$ cat src/rtl/muldiv_ctrl.sv
// Multiply/divide controller for the EXE stage.
// Owns the architectural HI/LO registers, sequences a MUL_LAT-cycle multiply
// and a 32-iteration radix-2 restoring divide, and stalls EXE through
// md_ready_out until the result has been written.
module muldiv_ctrl #(
  parameter int MUL_LAT = 1
) (
  input  logic        clk,
  input  logic        rst_n,
  input  logic        exe_md_valid_in,
  input  logic [3:0]  exe_md_op_in,
  input  logic [31:0] exe_md_src0_in,
  input  logic [31:0] exe_md_src1_in,
  input  logic        exe_go_in,
  input  logic        flush_in,
  output logic        md_ready_out,
  output logic        md_busy_out,
  output logic [31:0] md_rdata_out,
  output logic [31:0] md_hi_out,
  output logic [31:0] md_lo_out
);

  typedef enum logic [1:0] {S_IDLE, S_MUL, S_DIV, S_DONE} state_t;

  localparam logic [3:0] OP_MULT  = 4'd1;
  localparam logic [3:0] OP_MULTU = 4'd2;
  localparam logic [3:0] OP_DIV   = 4'd3;
  localparam logic [3:0] OP_DIVU  = 4'd4;
  localparam logic [3:0] OP_MFHI  = 4'd5;
  localparam logic [3:0] OP_MFLO  = 4'd6;
  localparam logic [3:0] OP_MTHI  = 4'd7;
  localparam logic [3:0] OP_MTLO  = 4'd8;

  localparam logic [5:0] MUL_LAST = 6'(MUL_LAT - 1);
  localparam logic [5:0] DIV_LAST = 6'd31;

  state_t      state, state_nxt;
  logic [5:0]  cnt, cnt_nxt;
  logic [31:0] hi, lo, hi_nxt, lo_nxt;

  // Operands captured at start; later changes on the source buses are ignored.
  logic [32:0] mul_a, mul_b;
  logic [31:0] div_q;     // dividend bits shift out, quotient bits shift in
  logic [31:0] div_d;     // divisor magnitude
  logic [31:0] div_r;     // partial remainder, always < divisor
  logic        quot_neg, rem_neg;

  // Request decode; ops 9..15 match nothing and behave like op 0.
  logic op_mul, op_div, issue_ok, start_mul, start_div, mt_fire;
  logic div_signed, a_neg, b_neg;

  assign op_mul     = (exe_md_op_in == OP_MULT) || (exe_md_op_in == OP_MULTU);
  assign op_div     = (exe_md_op_in == OP_DIV)  || (exe_md_op_in == OP_DIVU);
  assign issue_ok   = (state == S_IDLE) && exe_md_valid_in && !flush_in;
  assign start_mul  = issue_ok && op_mul;
  assign start_div  = issue_ok && op_div;
  assign mt_fire    = issue_ok && exe_go_in;
  assign div_signed = (exe_md_op_in == OP_DIV);
  assign a_neg      = div_signed && exe_md_src0_in[31];
  assign b_neg      = div_signed && exe_md_src1_in[31];

  // 64-bit product of the 33-bit extended operands; the MUL cycles give the
  // multiplier array its timing slack.
  logic [63:0] mul_prod;
  assign mul_prod = {{31{mul_a[32]}}, mul_a} * {{31{mul_b[32]}}, mul_b};

  // One restoring shift-subtract step on a 33-bit shifted remainder, plus the
  // final sign fix applied when the last step completes.
  logic [32:0] div_shift;
  logic        div_ge;
  logic [31:0] div_r_nxt, div_q_nxt, div_quot, div_rem;

  assign div_shift = {div_r, div_q[31]};
  assign div_ge    = (div_shift >= {1'b0, div_d});
  assign div_r_nxt = div_ge ? (div_shift[31:0] - div_d) : div_shift[31:0];
  assign div_q_nxt = {div_q[30:0], div_ge};
  assign div_quot  = quot_neg ? -div_q_nxt : div_q_nxt;
  assign div_rem   = rem_neg  ? -div_r_nxt : div_r_nxt;

  // Next-state, counter, HI/LO write and EXE ready.
  always_comb begin
    // NOTE: every output of this block gets a default first so no path leaves
    // it unassigned, which would otherwise infer a latch.
    state_nxt    = state;
    cnt_nxt      = '0;
    hi_nxt       = hi;
    lo_nxt       = lo;
    md_ready_out = 1'b1;
    unique case (state)
      S_IDLE: begin
        if (start_mul) begin
          state_nxt    = S_MUL;
          md_ready_out = 1'b0;
        end else if (start_div) begin
          state_nxt    = S_DIV;
          md_ready_out = 1'b0;
        end else if (mt_fire && exe_md_op_in == OP_MTHI) begin
          hi_nxt = exe_md_src0_in;
        end else if (mt_fire && exe_md_op_in == OP_MTLO) begin
          lo_nxt = exe_md_src0_in;
        end
      end
      S_MUL: begin
        md_ready_out = 1'b0;
        if (flush_in) begin
          state_nxt = S_IDLE;
        end else if (cnt == MUL_LAST) begin
          state_nxt        = S_DONE;
          {hi_nxt, lo_nxt} = mul_prod;
        end else begin
          cnt_nxt = cnt + 6'd1;
        end
      end
      S_DIV: begin
        md_ready_out = 1'b0;
        if (flush_in) begin
          state_nxt = S_IDLE;
        end else if (cnt == DIV_LAST) begin
          state_nxt = S_DONE;
          hi_nxt    = div_rem;
          lo_nxt    = div_quot;
        end else begin
          cnt_nxt = cnt + 6'd1;
        end
      end
      S_DONE: begin
        // The finished instruction is still presented; only go/flush leave.
        if (exe_go_in || flush_in) state_nxt = S_IDLE;
      end
      default: state_nxt = S_IDLE;
    endcase
  end

  // Control state and architectural HI/LO, synchronous active-low reset.
  always_ff @(posedge clk) begin
    // NOTE: sequential state uses non-blocking assignments so every register
    // samples pre-edge values regardless of statement order.
    if (!rst_n) begin
      state <= S_IDLE;
      cnt   <= '0;
      hi    <= '0;
      lo    <= '0;
    end else begin
      state <= state_nxt;
      cnt   <= cnt_nxt;
      hi    <= hi_nxt;
      lo    <= lo_nxt;
    end
  end

  // Operand capture and divide iteration.
  always_ff @(posedge clk) begin
    // NOTE: datapath registers carry no reset; they are always loaded at start
    // before being consumed, so a reset would only add fan-out.
    if (start_mul) begin
      mul_a <= (exe_md_op_in == OP_MULT) ? {exe_md_src0_in[31], exe_md_src0_in}
                                         : {1'b0, exe_md_src0_in};
      mul_b <= (exe_md_op_in == OP_MULT) ? {exe_md_src1_in[31], exe_md_src1_in}
                                         : {1'b0, exe_md_src1_in};
    end
    if (start_div) begin
      div_q    <= a_neg ? -exe_md_src0_in : exe_md_src0_in;
      div_d    <= b_neg ? -exe_md_src1_in : exe_md_src1_in;
      div_r    <= '0;
      quot_neg <= a_neg ^ b_neg;
      rem_neg  <= a_neg;
    end else if (state == S_DIV) begin
      div_q <= div_q_nxt;
      div_r <= div_r_nxt;
    end
  end

  // Status and zero-latency MF read.
  assign md_busy_out  = (state == S_MUL) || (state == S_DIV);
  assign md_hi_out    = hi;
  assign md_lo_out    = lo;
  assign md_rdata_out = (exe_md_op_in == OP_MFHI) ? hi :
                        (exe_md_op_in == OP_MFLO) ? lo : 32'd0;

endmodule

$ cat config.mk
export PLATFORM = sky130hd
export DESIGN_NAME = muldiv_ctrl
export DESIGN_NICKNAME = d
export VERILOG_FILES = /design/src/rtl/muldiv_ctrl.sv
export SDC_FILE = /design/constraint.sdc
export NUM_CORES = 2
export LEC_CHECK = 0
export ABC_AREA = 1
export CAP_MARGIN = 15
export CELL_PAD_IN_SITES_DETAIL_PLACEMENT = 1
export CELL_PAD_IN_SITES_GLOBAL_PLACEMENT = 1
export CORE_MARGIN = 1
export CORE_UTILIZATION = 45
export DETAILED_ROUTE_END_ITERATION = 16
export PLACE_DENSITY = 0.8
export SLEW_MARGIN = 20
export SYNTH_ARGS = -nofsm -noshare
export SYNTH_HDL_FRONTEND = slang
export SYNTH_SLANG_ARGS = --single-unit
$ cat constraint.sdc
create_clock -name clk -period 14.8 [get_ports clk]
set_input_delay 2.96 -clock clk [delete_from_list [all_inputs] [get_ports clk]]
set_output_delay 2.96 -clock clk [all_outputs]
set_load 0.1 [all_outputs]
After elaboration in Yosys (flattened, before gate mapping) --
Index checks and enable logic that the tools add are counted.
Word-level totals: bits of input ports 73, bits in registers 236, word-level logic and storage cells 111, output and inout port bits 98
Operators by class: reductions and logical operators 22, bitwise logic cells 1, equality and inequality tests 25, $lt $le $gt $ge 1, $add $sub $neg 6, muxes and demuxes 42, $mul 1
Operators with widths (count):
- 32-bit two-way mux | 24
- 32-bit case mux with 3 select lines | 2
- 32-bit negator | 4
- 33-bit by 33-bit multiplier with 64-bit output | 1
- 33-bit by 32-bit greater-or-equal comparator with 1-bit output | 1
- 32-bit subtractor | 1
- 6-bit two-way mux | 4
- 4-bit by 3-bit equality test with 1-bit output, second input constant | 4
- 2-bit inequality test, second input constant | 8
- 2-bit two-way mux | 7
- 6-bit case mux with 2 select lines | 1
- 1-bit logical AND | 9
- 3-bit inequality test, second input constant | 3
- 9-bit AND reduction | 1
- 4-bit by 2-bit equality test with 1-bit output, second input constant | 2
- 2-bit case mux with 4 select lines | 1
- 8-bit AND reduction | 1
- 6-bit by 1-bit adder with 6-bit output, second input constant | 1
- 6-bit by 5-bit equality test with 1-bit output, second input constant | 1
- 6-bit zero test | 1
- 2-bit equality test, second input constant | 2
- 4-bit by 1-bit equality test with 1-bit output, second input constant | 1
- 4-bit equality test, second input constant | 1
- 1-bit logical OR | 4
- 11 further kinds | 13

Logic depth before layout (Yosys ltp) --
depth after elaboration 10, gate-level depth with buffers 38, mapped depth without buffers 36

Worst setup path before layout --
OpenSTA, ideal clock, no wires.
path type input to output, start point in flush_in, end point out md_ready_out, slack 581 ps, data arrival time 11259 ps, cell stages on the path 6, buffers on the path 0, required time 11840 ps, cell sequence inv_1 > nand3_1 > nor4_1 > inv_1 > nand3_1 > o21ai_0
Between the ends: elaborated cells between the ends (all ways) 7, those cells by class mux (3); reduce/logical (4)
RTL lines:
- from (decl) | line 15 | input logic flush_in,
- 1-bit zero test | line 54 | assign issue_ok = (state == S_IDLE) && exe_md_valid_in && !flush_in;
- 1-bit logical AND | line 54
- 1-bit logical AND | line 55 | assign start_mul = issue_ok && op_mul;
- net start_mul | line 49 | logic op_mul, op_div, issue_ok, start_mul, start_div, mt_fire;
- 1-bit two-way mux | line 91 | if (start_mul) begin
- 1-bit case mux with 2 select lines | line 89 | unique case (state)
- to (decl) | line 16 | output logic md_ready_out,
The timed path passes the listed nets, and every way through them passes these cells.

Final worst setup path --
start point in exe_md_op_in[2], end point out md_ready_out
Between the ends: word-level cells in the longest chain between the ends 6, elaborated cells between the ends (all ways) 11, those cells by class eq/ne (4); mux (3); reduce/logical (4)
RTL lines:
- from (decl) | line 11 | input logic [3:0] exe_md_op_in,
- 4-bit by 2-bit equality test with 1-bit output or 4-bit by 3-bit equality test with 1-bit output (tied branches) | line 53 | assign op_div = (exe_md_op_in == OP_DIV) || (exe_md_op_in == OP_DIVU);
- 1-bit logical OR | line 53
- 1-bit logical AND | line 56 | assign start_div = issue_ok && op_div;
- 1-bit two-way mux | line 94 | end else if (start_div) begin
- 1-bit two-way mux * | line 91
- 1-bit case mux with 2 select lines * | line 89
Mark *: on every way between the ends. The rest lies on a longest branch, timed or not.

==> impl_results.md <==
* FF+latch area at 0.00605 mm2
* Headroom to the max-slew limit at 0.199
* Setup repair after global routing missed its margin: no
* Average size of a mapped cell at 7.62 um2
* Area of the die at 0.126 mm2
* Type of destination of the critical path: output pin
* Root cell of the clock tree: clkbuf_16
* Reg-to-reg slack, setup at 5370 ps
* Number of hold buffers added after cts at 0
* Setup crit start kind: primary input
* Num ports at 171
* Proportion of synthesized flip-flops having asynchronous set or reset at 0
* Area delta synth->final at 6.94%
* Worst-margin pin slew at 1200 ps
* Row count at 129
* Fraction of layout cells with a size suffix above 1 at 0.0346
* Number of synthesized register bits at 236
* Number of buffer cells added on primary ports at 170
* Clk_skew at 20.1 ps
* Fillers at 15400
* Number of CTS-inserted buffers at 26
* Count leader, synth: inv_1
* Maximum achievable frequency at 103 MHz
* Final min period at 9750 ps
* Tot GR Track Use at 0.318
* Area inside the core boundary at 0.124 mm2
* Crit share post-route at 0.659
* Worst stage delay on the critical path at 980 ps
* Outcome: completed
* Number of buffers inserted by post-CTS setup repair at 0
* Fin worst setup slack at 5050 ps
* Initial Util at 0.453
* Total negative slack for setup checks at 0 ps
* Remaining design rule violation count at 0
* Setup Viol. Count Final at 0
* GRT Residual Overflow at 0
* Capture instance of the worst register-to-register path: md_hi_out[27]
* Worst endpoint required time at 11840 ps
* Post-Route Hold Slack at 501 ps
* Number of clock sinks seen by CTS at 236
* Per-cell routed wire length at 22.0 um
* Antenna Violating Nets Remaining at 0
* Die width at 355 um
* Layout net count at 8735
* Latest clock arrival within the worst-skew pair at 570 ps
* Number of buffer and inverter instances along the worst setup path at 6
* Post-synth top cells: 2095 x inv_1, 1775 x nand2_1, 1126 x fa_1
* Number of antenna violations at the first check in global routing at 7
* CTS max path bufs at 3
* Unique cell type count in the Yosys netlist at 56
* Vias at 47900
* Area of the multi-input gates at 0.0407 mm2
* Endpoints failing hold at 0
* Pin count of the biggest net entering global routing at 84
* Kind of cell adding the most delay to the critical path: buffers and inverters
* Share of the yosys chip area belonging to registers at 0.108
* Max-slew violation total from the final report at 0
* Syn Nets at 8806
* Number of warnings reported in the yosys synthesis log at 0
* Number of DRC violations after detailed-routing iteration 0 at 3230
* Iteration count of the initial detailed-routing pass at 7
* Post_cts resized at 0
* Synthesized netlist cell count at 7353
* Final weighted congestion of routability-driven global placement at 0.953
* Source of the worst register-to-register timing path: mul_b[6]
* Sequence of cells on the critical path: clkdlybuf4s50_1 > inv_1 > nor2_2 > buf_4 > nand2_1 > a21oi_4 > buf_4 > inv_2 > nand3_1 > o21ai_0 > clkdlybuf4s50_1
* Clock tree from TritonCTS: done
* Area fraction of the dominant cell type after synthesis at 0.402
* Number of flops mapped to enable cells by yosys at 132
* Post-Synthesis Cell Area at 0.0560 mm2
* Hold WC Path Type: flip-flop to flip-flop
* Place WS at 5030 ps
* H-tree levels at 1
* Critical path arrival at 6790 ps
* DPL Wire Length at 162000 um
* Flip-flop cell with the highest count after synthesis: edfxtp_1
* Register clock-pin slew on the reported worst setup and hold paths at 60 ps
* Wire length of the first global-routing pass at 310000 um
* Via count of the first global-routing pass at 54000
* Leading area contributor after synthesis: fa_1
* Max-cap violation count at 0
* Routed wire length at 197000 um
* Worst setup path end: md_ready_out
* Type of the worst setup path: primary input to output pin
* Master of the slowest instance on the critical path: clkdlybuf4s50_1
* Die Y-Extent at 355 um
* Cell depth of the worst flop-to-flop path at 29
* Critical Path Stages at 11
* Largest cells by area after synthesis: fa_1 40%, inv_1 14%, nand2_1 12%, edfxtp_1 7.1%, ha_1 5.7%
* Launching element of the worst setup path: exe_md_op_in[2]
* Largest fanout of any net on the critical path at 65
* Mean number of vias per cell at 5.36
[area by class of cell]
type,instances,share of cell area
clock inverter,14,0.00165
timing repair buffer,256,0.0395
sequential,236,0.101
clock buffer,34,0.0126
tap,1637,0.0342
antenna,4,0.000167
inverter,2104,0.132
multi-input combinational,4658,0.679
[through the flow]
step	cells	utilization	area (um2)
5_1_grt	8941	0.484	59900
2_1_floorplan	7353	-	56000
6_report	8943	0.484	59900
3_3_place_gp	8890	0.477	59000
4_1_cts	8938	0.484	59900
3_5_place_dp	8890	0.477	59000
[flip-flops by register name (all words and copies together) (netlist names)]
register	cells
state	2
quot_neg	1
div_r	32
div_d	32
md_hi_out	32
mul_b	33
md_lo_out	32
mul_a	33
rem_neg	1
div_q	32
cnt	6
[worst min path at each step]
stage               slack [ps]  cells after the start            end           from
floorplan                  450                      1         cnt[0]         cnt[0]
global placement           480                      2  md_lo_out[18]  md_lo_out[18]
CTS                        500                      2   md_lo_out[6]   md_lo_out[6]
detailed placement         480                      2   md_lo_out[6]   md_lo_out[6]
global route               520                      1         cnt[0]         cnt[0]
finish                     500                      2  md_lo_out[24]  md_lo_out[24]
[cells in the final DEF, fill, tap and decap left out, types with 6 or more instances in the layout]
master	synthesis	final
buf_4	1	85
fa_1	1126	1125
xor2_1	78	78
nand2_2	39	40
nor2_1	324	320
edfxtp_1	132	132
nor4_1	18	17
xnor2_1	39	39
inv_2	5	6
nand2_1	1775	1774
inv_1	2095	2094
o211ai_1	11	11
or2_2	19	19
nand3_1	201	201
nand3_2	8	8
ha_1	254	252
a221oi_1	10	10
nand3b_1	15	15
clkbuf_16	0	29
nor2_4	6	7
o21bai_1	14	14
o21ai_0	272	272
a21oi_1	205	204
dfxtp_1	104	104
a211oi_1	8	8
nor2_2	11	14
o21ai_1	11	11
nand4_1	30	30
o22ai_1	34	34
nor3_1	61	61
clkdlybuf4s50_1	0	170
a21oi_2	9	9
a31oi_1	32	32
[cell families (layout without fill, tap and decap cells)]
| kind of cell | count (synthesis) | after routing | share of synthesized area |
|---|---|---|---|
| buffers and inverters | 2459 | 2408 | 0.167 |
| adders and majority gates | 1380 | 1380 | 0.459 |
| other | 0 | 4 | 0 |
| and+or+nand+nor | 2529 | 2529 | 0.186 |
| AOI/OAI and AO/OA | 632 | 632 | 0.0621 |
| xor gates and xnor gates | 117 | 117 | 0.0183 |
| DFF | 236 | 236 | 0.108 |
[tightest hold or removal path: stages (launching register included)]
cell	delay (ps)
dfxtp_1	310
inv_1	60
a221oi_1	70
[per-layer routing]
layer / track usage / part of all wire / vias to the layer above / wire length [um]
met5: 0 / 0.00011 / - / 22
met4: 0.100 / 0.033 / 4 / 6550
met3: 0.0383 / 0.063 / 371 / 12400
met2: 0.550 / 0.49 / 1583 / 96900
met1: 0.415 / 0.41 / 24900 / 80700
li1: - / - / 21100 / -
Power is not shown: default switching activity piles up to over one toggle a cycle in this logic, so the estimate is an artifact.
